--- src/rtl/b_bop_pkg.sv ---
// Shared definitions for the iterative ternary bitwise-LUT unit:
// FSM state encoding and common truth-table constants.
package b_bop_pkg;

  typedef enum logic [1:0] {
    S_IDLE = 2'd0,
    S_BUSY = 2'd1,
    S_DONE = 2'd2
  } state_t;

  localparam logic [7:0] LUT_XOR3 = 8'h96;
  localparam logic [7:0] LUT_MAJ  = 8'hE8;
  localparam logic [7:0] LUT_RD   = 8'hF0;
  localparam logic [7:0] LUT_RS1  = 8'hCC;
  localparam logic [7:0] LUT_RS2  = 8'hAA;

endpackage

--- src/rtl/b_bop_slice.sv ---
// Combinational W-bit ternary LUT: result[i] = lut[{rd[i],rs1[i],rs2[i]}].
module b_bop_slice #(
  parameter int W = 8
) (
  input  logic [7:0]   lut,
  input  logic [W-1:0] rd,
  input  logic [W-1:0] rs1,
  input  logic [W-1:0] rs2,
  output logic [W-1:0] result
);

  for (genvar i = 0; i < W; i++) begin : g_bit
    assign result[i] = lut[{rd[i], rs1[i], rs2[i]}];
  end

endmodule

--- src/rtl/b_bop_iter.sv ---
// Iterative ternary bitwise-LUT unit: evaluates CHUNK result bits per cycle
// behind valid/ready request and response handshakes, with flush.
//
// state  | meaning
// S_IDLE | waiting for a request, req_ready=1
// S_BUSY | writing one CHUNK-wide slice of result per cycle
// S_DONE | result complete and held, rsp_valid=1 until rsp_ready
module b_bop_iter
  import b_bop_pkg::*;
#(
  parameter int XLEN  = 32,
  parameter int CHUNK = 8
) (
  input  logic            clock,
  input  logic            reset,
  input  logic            flush,
  input  logic            req_valid,
  output logic            req_ready,
  input  logic [XLEN-1:0] rd,
  input  logic [XLEN-1:0] rs1,
  input  logic [XLEN-1:0] rs2,
  input  logic [7:0]      lut,
  output logic            rsp_valid,
  input  logic            rsp_ready,
  output logic [XLEN-1:0] result
);

  localparam int NCHUNK = XLEN / CHUNK;
  localparam int CW     = (NCHUNK > 1) ? $clog2(NCHUNK) : 1;

  if (XLEN % CHUNK != 0) begin : g_bad_chunk
    $error("b_bop_iter: XLEN must be a multiple of CHUNK");
  end

  state_t          state, state_nxt;
  logic [CW-1:0]   cnt;
  logic [XLEN-1:0] op_rd, op_rs1, op_rs2;
  logic [7:0]      op_lut;
  logic [CHUNK-1:0] sl_rd, sl_rs1, sl_rs2, sl_out;
  logic            last;
  int              base;

  assign base   = int'(cnt) * CHUNK;
  assign last   = (cnt == CW'(NCHUNK - 1));
  assign sl_rd  = op_rd[base +: CHUNK];
  assign sl_rs1 = op_rs1[base +: CHUNK];
  assign sl_rs2 = op_rs2[base +: CHUNK];

  b_bop_slice #(.W(CHUNK)) u_slice (
    .lut    (op_lut),
    .rd     (sl_rd),
    .rs1    (sl_rs1),
    .rs2    (sl_rs2),
    .result (sl_out)
  );

  always_comb begin
    state_nxt = state;
    case (state)
      S_IDLE:  if (req_valid) state_nxt = S_BUSY;
      S_BUSY:  if (last)      state_nxt = S_DONE;
      S_DONE:  if (rsp_ready) state_nxt = S_IDLE;
      default: state_nxt = S_IDLE;
    endcase
    if (flush) state_nxt = S_IDLE;
  end

  assign req_ready = (state == S_IDLE);
  assign rsp_valid = (state == S_DONE);

  // flush clears everything reset does, so both land in the same state
  always_ff @(posedge clock) begin
    if (reset || flush) begin
      state  <= S_IDLE;
      cnt    <= '0;
      op_rd  <= '0;
      op_rs1 <= '0;
      op_rs2 <= '0;
      op_lut <= '0;
      result <= '0;
    end else begin
      state <= state_nxt;
      case (state)
        S_IDLE: begin
          if (req_valid) begin
            op_rd  <= rd;
            op_rs1 <= rs1;
            op_rs2 <= rs2;
            op_lut <= lut;
            cnt    <= '0;
          end
        end
        S_BUSY: begin
          result[base +: CHUNK] <= sl_out;
          cnt <= last ? '0 : cnt + CW'(1);
        end
        default: ;
      endcase
    end
  end

endmodule

--- config.mk ---
export PLATFORM = sky130hd
export DESIGN_NAME = b_bop_iter
export DESIGN_NICKNAME = d
export VERILOG_FILES = /design/src/rtl/b_bop_pkg.sv /design/src/rtl/b_bop_slice.sv /design/src/rtl/b_bop_iter.sv
export SDC_FILE = /design/constraint.sdc
export NUM_CORES = 1
export LEC_CHECK = 0
export ABC_AREA = 1
export CAP_MARGIN = 0
export CORE_UTILIZATION = 35
export CTS_BUF_LIST = sky130_fd_sc_hd__clkbuf_4 sky130_fd_sc_hd__clkbuf_8 sky130_fd_sc_hd__clkbuf_16
export DETAILED_ROUTE_END_ITERATION = 8
export MAX_ROUTING_LAYER = met4
export PLACE_DENSITY = 0.61
export RECOVER_POWER = 100
export SYNTH_ARGS = -nofsm -noshare
export SYNTH_HDL_FRONTEND = slang
export SYNTH_SLANG_ARGS = --single-unit
export TNS_END_PERCENT = 1
--- constraint.sdc ---
create_clock -name clock -period 2.1 [get_ports clock]
set_input_delay 0.21 -clock clock [delete_from_list [all_inputs] [get_ports clock]]
set_output_delay 0.21 -clock clock [all_outputs]
set_load 0.01 [all_outputs]
==> summary.md, run 1 <==
| Metric | Value |
|---|---|
| Result of the run | finished, final reports clean |
| Proportion of synthesized flip-flops having asynchronous set or reset | 0% |
| Number of buffers on the longest clock path | 2 |
| Post-place setup slack | 146 ps |
| Post-Synthesis Cell Area | 6730 µm² |
| Residual overflow from global routing | 0 |
| Ordered list of cells on the worst path | clkbuf_4, nand3_1, nand2_1, nand2_1, nand3_1, nand3_1, nand2_2, nand4_1, a21oi_1 |
| Via count of the first global-routing pass | 6213 |
| Post-synthesis sequential element count | 140 |
| Library cell contributing the largest single delay on the critical path | sky130_fd_sc_hd__clkbuf_4 |
| Number of different library cells in the post-synthesis netlist | 29 |
| Setup Total Neg Slack | 0 ps |
| Path depth of the worst reg2reg path | 9 |
| Average footprint of a synthesized cell | 6.97 µm² |
| Cell type with the highest aggregate area in the netlist | sky130_fd_sc_hd__dfxtp_1 |
| Final count of hold timing violations | 0 |
| Clock skew | 6.49 ps |
| Synthesis-to-finish area growth | 33.7% |
| Smallest hold slack | 411 ps |
| Overall global routing resource usage | 20.9% |
| Part of the Yosys area used for sequential elements | 41.7% |
| Number of placement rows | 50 |
| Total inserted antenna cells | 0 |
| Min-delay src | rs1[15] |
| Slowest stage delay, CP | 370 ps |
| Relative max-transition margin | 53.1% |
| Final Setup Violations | 0 |
| Overall die height | 141 µm |
| Number of clock buffers inserted by TritonCTS | 17 |
| Required time of the critical path | 2460 ps |
| Initial core utilization | 35.8% |
| First-iteration detailed-routing DRC count | 394 |
| Die X-Extent | 141 µm |
| Wire length of the first global-routing pass | 31.3 mm |
| Highest attainable clock frequency | 534 MHz |
| Post-synthesis cell count | 965 |
| Count of antenna-violating nets left after detailed routing | 0 |
| Pwr Density | 770 nW/µm² |
| GP Congestion | 0.851 |
| Worst Path Arrival | 2230 ps |
| Count of TritonRoute iterations in the first routing pass | 5 |
| Max layer used | met4 |
| Commonest register cell after synthesis | sky130_fd_sc_hd__dfxtp_1 |
| # Post-CTS Setup Buffers | 0 |
| Setup slack of the worst register-to-register path | 230 ps |
| Critical Path Start Type | flop |
| Time the worst path needs with I/O delays and setup | 1870 ps |
| Clock tree from TritonCTS | done |
| Fraction of synthesized cell area taken by the top area cell type | 41.7% |
| CP dominant cell by count | sky130_fd_sc_hd__nand3_1 |
| Transition at the pin with the smallest max-transition slack | 704 ps |
| Origin of the critical flop-to-flop path | cnt[1] |
| Fin nets | 1207 |
| Worst reg2reg endpoint | result[28] |
| Cells on Worst Hold Path | 3 |
| Total wire length after detailed routing | 19.3 mm |
| Total Die Area | 19800 µm² |
| Routed via count divided by cell count | 4.94 |
| Total met2 wirelength after detailed routing | 8.99 mm |
| Worst-path maximum fanout | 22 |
| Clk Tree Root Cell | sky130_fd_sc_hd__clkbuf_16 |
| Worst Hold Class | input pin to flop |
| Most common cell in the netlist | sky130_fd_sc_hd__nand2_1 |
| Number of ports placed on the die boundary | 143 |
| Unrepaired setup endpoints after global routing | false |
| Placeable core region | 18800 µm² |
| Clock tree sinks | 140 |
| Top cells by area in the synthesized netlist | sky130_fd_sc_hd__dfxtp_1, sky130_fd_sc_hd__nand2_1, sky130_fd_sc_hd__nor2_1 |
| Wire length on met3 | 894 µm |
| Detailed-placement wirelength estimate | 14.3 mm |
| Overall power of the completed layout | 6.93 mW |
| Type of destination of the critical path | flop |
| DRT met1 WL | 9.02 mm |
| Via total after detailed routing | 6616 |
| Share of the core filled with cells | 47.9% |
| Worst Hold End | op_rs1[15] |
| Number of flops mapped to enable cells by yosys | 0 |
| Number of max-cap violations | 0 |
| Final number of max-transition violations | 0 |
| Worst skew pair latency | 420 ps |
| Number of antenna violations at the first check in global routing | 0 |
| # DRC | 0 |
| Setup ws final | 229 ps |
| Commonest cells in the synthesized netlist | sky130_fd_sc_hd__nand2_1, sky130_fd_sc_hd__nor2_1, sky130_fd_sc_hd__dfxtp_1 |
| Port buffer count | 142 |
| Fin crit share | 89.1% |
| Average routed wire per standard cell | 14.4 µm |
| Worst ir drop on vdd | 0.000564 V |
| CP Class | flop to flop |
| Count of yosys warnings during synthesis | 0 |
| Net count after synthesis | 1080 |
| Maximum number of pins on one net before global-route repair | 61 |
| Fraction of layout instances using a drive strength above 1 | 9.05% |
| Reg clk slew, reported paths | 60 ps |
| Max H-tree Level | 4 |
| Static power due to leakage | 3.60 nW |
critical path, delay by kind of cell (launching register included):
family,cells,cell delay (ps)
buffers and inverters,1,370
flip-flops,1,350
AND/OR/NAND/NOR,7,930
AO/OA/AOI/OAI,1,120
how the worst max path moves through the flow:
| stage | start | end | slack, ps | depth (start not counted) |
|---|---|---|---|---|
| after detailed placement | cnt[0] | result[24] | 150 | 11 |
| after global placement | cnt[0] | result[24] | 160 | 11 |
| final | cnt[1] | result[28] | 230 | 9 |
| after global routing | cnt[1] | result[15] | 50 | 9 |
| after CTS | cnt[0] | result[24] | 130 | 11 |
| after floorplan | cnt[0] | result[10] | 260 | 9 |
cell type report:
| cell class | instances | area, µm² |
|---|---|---|
| clock inverter | 10 | 188 |
| fill | 1888 | 9770 |
| inverter | 45 | 185 |
| timing repair buffer | 172 | 1660 |
| multi-input combinational | 716 | 3390 |
| sequential | 140 | 2810 |
| clock buffer | 22 | 469 |
| tap | 234 | 293 |
where the power goes:
group	switching, mW	total (mW)	leakage (nW)	internal, mW
Sequential	0.0739	2.82	1.14	2.75
Clock	1.14	3.33	0.319	2.19
Combinational	0.415	0.770	2.14	0.355
layer usage:
metal / vias up / global-route usage (%)
li1: 3414 / -
met3: 27 / 3.97
met4: 0 / 8.47
met1: 2995 / 26.2
met5: - / -
met2: 180 / 33.1
registers in the layout (all words and copies together), names as in the netlist:
register  count
result       32
op_rs1       32
state         2
op_rd        32
op_rs2       32
cnt           2
op_lut        8
logic make-up (layout without fill, tap and decap cells):
group / after synthesis / in the layout / synth area share [%]
and+or+nand+nor: 533 / 533 / 36.4
AOI/OAI and AO/OA: 177 / 177 / 13.3
DFF: 140 / 140 / 41.7
buffers and inverters: 109 / 249 / 7.59
adders and majority gates: 6 / 6 / 1.12
layout by cell type, fill, tap and decap left out, types with 3 or more instances in the layout:
cell	synthesis	layout
sky130_fd_sc_hd__ha_1	6	6
sky130_fd_sc_hd__nand2_1	196	201
sky130_fd_sc_hd__clkbuf_16	0	17
sky130_fd_sc_hd__nand2_2	18	13
sky130_fd_sc_hd__inv_1	34	37
sky130_fd_sc_hd__buf_4	5	19
sky130_fd_sc_hd__dlygate4sd3_1	0	34
sky130_fd_sc_hd__nand3_1	106	110
sky130_fd_sc_hd__nand4_1	16	16
sky130_fd_sc_hd__bufinv_16	0	5
sky130_fd_sc_hd__a21oi_1	60	60
sky130_fd_sc_hd__clkbuf_2	0	5
sky130_fd_sc_hd__clkdlybuf4s50_1	0	108
sky130_fd_sc_hd__dfxtp_1	140	139
sky130_fd_sc_hd__clkbuf_4	0	5
sky130_fd_sc_hd__nand3_2	7	3
sky130_fd_sc_hd__nand3_4	9	9
sky130_fd_sc_hd__inv_2	7	4
sky130_fd_sc_hd__nand2_4	4	4
sky130_fd_sc_hd__nand3b_1	3	3
sky130_fd_sc_hd__o21ai_0	111	111
sky130_fd_sc_hd__nor2_1	172	171
sky130_fd_sc_hd__o22ai_1	3	3
stage by stage:
| stage | cell area, µm² | std cells |
|---|---|---|
| after floorplan | 6730 | 965 |
| after global placement | 8400 | 1307 |
| after detailed placement | 8400 | 1307 |
| after CTS | 9050 | 1339 |
| after global routing | 8990 | 1339 |
| final | 8990 | 1339 |
repair_timing:
item | CTS | global route
hold endpoints to repair | 0 | 0
endpoints found under the setup margin | 0 | 4
resized for setup | 0 | 2
hold buffers | 0 | 0
Note: power is estimated with default switching activity, not from simulation.
==> run 2: changes to the inputs <==
--- a/config.mk
+++ b/config.mk
@@ -13,6 +13,7 @@
 export MAX_ROUTING_LAYER = met4
 export PLACE_DENSITY = 0.61
 export RECOVER_POWER = 100
+export SLEW_MARGIN = 20
 export SYNTH_ARGS = -nofsm -noshare
 export SYNTH_HDL_FRONTEND = slang
 export SYNTH_SLANG_ARGS = --single-unit
==> results of run 2 <==
The final DEF is identical to that of run 1; final timing and power are the same.
==> run 3: changes to the inputs <==
--- a/config.mk
+++ b/config.mk
@@ -7,11 +7,11 @@
 export LEC_CHECK = 0
 export ABC_AREA = 1
 export CAP_MARGIN = 0
-export CORE_UTILIZATION = 35
+export CORE_UTILIZATION = 51
 export CTS_BUF_LIST = sky130_fd_sc_hd__clkbuf_4 sky130_fd_sc_hd__clkbuf_8 sky130_fd_sc_hd__clkbuf_16
 export DETAILED_ROUTE_END_ITERATION = 8
 export MAX_ROUTING_LAYER = met4
-export PLACE_DENSITY = 0.61
+export PLACE_DENSITY = 0.82
 export RECOVER_POWER = 100
 export SLEW_MARGIN = 20
 export SYNTH_ARGS = -nofsm -noshare
==> run 3 against run 2 <==
Register-to-register slack worse by 40 ps. Sequential share of layout area rose by 0.62 points. Combinational power shrank 0.8%. Hold slack improved by 1.6 ps. Fmax decreased by 2.2%. Die area decreased by 31%. Clock power fell by 7.8%. Critical endpoint is now result[11].
==> summary.md, run 3 (synthesized netlist as in run 1, its figures left out) <==
| Metric | Value |
|---|---|
| First-iteration detailed-routing DRC count | 600 (was 394) |
| Critical Path Start Type | flop (unchanged) |
| Worst Path Arrival | 2270 ps (was 2230 ps) |
| Worst skew pair latency | 420 ps (about the same) |
| Via total after detailed routing | 6780 (was 6616) |
| Number of buffers on the longest clock path | 2 (unchanged) |
| Fin crit share | 91.1% (was 89.1%) |
| Pwr Density | 755 nW/µm² (was 770 nW/µm²) |
| Min-delay src | rs2[18] (was rs1[15]) |
| Cell Area, Placed | 8250 µm² (was 8400 µm²) |
| Post-place setup slack | 347 ps (was 146 ps) |
| Path depth of the worst reg2reg path | 9 (unchanged) |
| Final Setup Violations | 0 (unchanged) |
| FILL cells | 1119 (was 1888) |
| Average routed wire per standard cell | 14.5 µm (was 14.4 µm) |
| Wire length of the first global-routing pass | 29.7 mm (was 31.3 mm) |
| Result of the run | finished, final reports clean (unchanged) |
| Initial core utilization | 52.9% (was 35.8%) |
| Final number of max-transition violations | 0 (unchanged) |
| Static power due to leakage | 3.53 nW (was 3.60 nW) |
| Clock Power Share | 46.1% (was 48.1%) |
| Library cell contributing the largest single delay on the critical path | sky130_fd_sc_hd__clkbuf_4 (unchanged) |
| Clk Tree Root Cell | sky130_fd_sc_hd__clkbuf_16 (unchanged) |
| Total inserted antenna cells | 0 (unchanged) |
| Total wire length after detailed routing | 18.3 mm (was 19.3 mm) |
| Worst reg2reg endpoint | result[11] (was result[28]) |
| Post-Place Cells | 1232 (was 1307) |
| CP dominant cell by count | sky130_fd_sc_hd__nand3_1 (unchanged) |
| Ordered list of cells on the worst path | clkbuf_4, nand2_1, nand3_4, nand3_1, nand3_1, nand3_1, nand2_1, nand4_1, a21oi_1 (was clkbuf_4, nand3_1, nand2_1, nand2_1, nand3_1, nand3_1, nand2_2, nand4_1, a21oi_1) |
| Share of power burned in registers | 42.4% (was 40.8%) |
| Most frequent standard cell in the layout excluding fill and tap cells | sky130_fd_sc_hd__nand2_1 (unchanged) |
| Worst Hold End | op_rs2[18] (was op_rs1[15]) |
| Placeable core region | 12700 µm² (was 18800 µm²) |
| Synthesis-to-finish area growth | 30.9% (was 33.7%) |
| Highest-count cells in the layout ignoring fill and taps | sky130_fd_sc_hd__nand2_1, sky130_fd_sc_hd__nor2_1, sky130_fd_sc_hd__dfxtp_1 (unchanged) |
| Number of antenna violations at the first check in global routing | 0 (unchanged) |
| Share of the core filled with cells | 69.2% (was 47.9%) |
| Clock tree sinks | 140 (unchanged) |
| Final count of hold timing violations | 0 (unchanged) |
| Post-layout instance count excluding filler cells | 1264 (was 1339) |
| Critical path origin | cnt[0] (was cnt[1]) |
| Highest attainable clock frequency | 522 MHz (was 534 MHz) |
| Number of clock buffers inserted by TritonCTS | 17 (unchanged) |
| Internal cell power | 5.04 mW (was 5.30 mW) |
| Setup slack of the worst register-to-register path | 190 ps (was 230 ps) |
| Overall power of the completed layout | 6.66 mW (was 6.93 mW) |
| Worst ir drop on vdd | 0.000541 V (was 0.000564 V) |
| Number of max-cap violations | 0 (unchanged) |
| Type of destination of the critical path | flop (unchanged) |
| Unrepaired setup endpoints after global routing | false (unchanged) |
| Switching part of the total | 24.3% (was 23.5%) |
| # DRC | 0 (unchanged) |
| Smallest hold slack | 413 ps (was 411 ps) |
| Origin of the critical flop-to-flop path | cnt[0] (was cnt[1]) |
| Count of TritonRoute iterations in the first routing pass | 5 (unchanged) |
| Residual overflow from global routing | 0 (unchanged) |
| Logic pwr share | 11.5% (was 11.1%) |
| Maximum number of pins on one net before global-route repair | 91 (was 61) |
| Worst-path maximum fanout | 33 (was 22) |
| Gates resized, CTS repair | 0 (unchanged) |
| Clock tree from TritonCTS | done (unchanged) |
| Number of buffer and inverter stages on the critical path | 1 (unchanged) |
| Relative max-transition margin | 37.5% (was 53.1%) |
| Count of antenna-violating nets left after detailed routing | 0 (unchanged) |
| Setup ws final | 186 ps (was 229 ps) |
| Setup Total Neg Slack | 0 ps (unchanged) |
| # Post-CTS Setup Buffers | 0 (unchanged) |
| Max H-tree Level | 4 (unchanged) |
| Required time of the critical path | 2450 ps (was 2460 ps) |
| CP Class | flop to flop (unchanged) |
| Port buffer count | 142 (unchanged) |
| Hold buffer count at cts | 0 (unchanged) |
| Clock skew | 6.73 ps (was 6.49 ps) |
| Number of placement rows | 41 (was 50) |
| Cell family with the largest share of critical-path delay | simple AND/OR/NAND/NOR gates (unchanged) |
| Fin nets | 1194 (was 1207) |
| Time the worst path needs with I/O delays and setup | 1910 ps (was 1870 ps) |
| Overall global routing resource usage | 29.3% (was 20.9%) |
| Switching power total | 1.62 mW (was 1.63 mW) |
| Reg clk slew, reported paths | 60 ps (about the same) |
| Number of ports placed on the die boundary | 143 (unchanged) |
| Die X-Extent | 117 µm (was 141 µm) |
| Routed via count divided by cell count | 5.36 (was 4.94) |
| Post-route cell area | 8810 µm² (was 8990 µm²) |
| Cells on Worst Hold Path | 3 (unchanged) |
| Slowest stage delay, CP | 380 ps (was 370 ps) |
| Detailed-placement wirelength estimate | 12.8 mm (was 14.3 mm) |
| Total Die Area | 13700 µm² (was 19800 µm²) |
| Fraction of layout instances using a drive strength above 1 | 8.42% (was 9.05%) |
| Transition at the pin with the smallest max-transition slack | 937 ps (was 704 ps) |
| Overall die height | 117 µm (was 141 µm) |
| Via count of the first global-routing pass | 6194 (was 6213) |
| GP Congestion | 0.882 (was 0.851) |
| Worst Hold Class | input pin to flop (unchanged) |
[run 3: worst max path at each step]
stage,cells after the start,end
final,9,result[11]
after global routing,11,result[25]
after CTS,6,result[31]
after detailed placement,5,result[28]
after global placement,9,result[11]
after floorplan,9,result[10]
[run 3: cell type report]
class | instances | area [µm²] | share of cell area (%)
clock buffer | 21 | 462 | 5.24
clock inverter | 11 | 144 | 1.63
inverter | 45 | 185 | 2.10
multi-input combinational | 716 | 3410 | 38.7
sequential | 140 | 2800 | 31.8
tap | 172 | 215 | 2.44
timing repair buffer | 159 | 1590 | 18.1
[run 3: metal layers]
metal / share of wire [%] / vias to the layer above / track usage [%]
li1: - / 3387 / -
met1: 42 / 3110 / 35.2
met2: 49 / 251 / 48.6
met3: 7.0 / 32 / 7.11
met4: 1.6 / 0 / 8.86
met5: 0 / - / -
[run 3: power by group through the flow]
stage	clock network (mW)	logic, mW	registers [mW]
after floorplan	0	0.450	2.84
after global placement	0	0.752	2.87
after CTS	3.08	0.773	2.82
after detailed placement	0	0.767	2.87
after global routing	3.22	0.852	2.83
final	3.07	0.764	2.82
[run 3: worst min-delay path: cells and delay by family]
family                 cells  cell delay (ps)
AND/OR/NAND/NOR            1               40
buffers and inverters      1              390
AO/OA/AOI/OAI              1              150
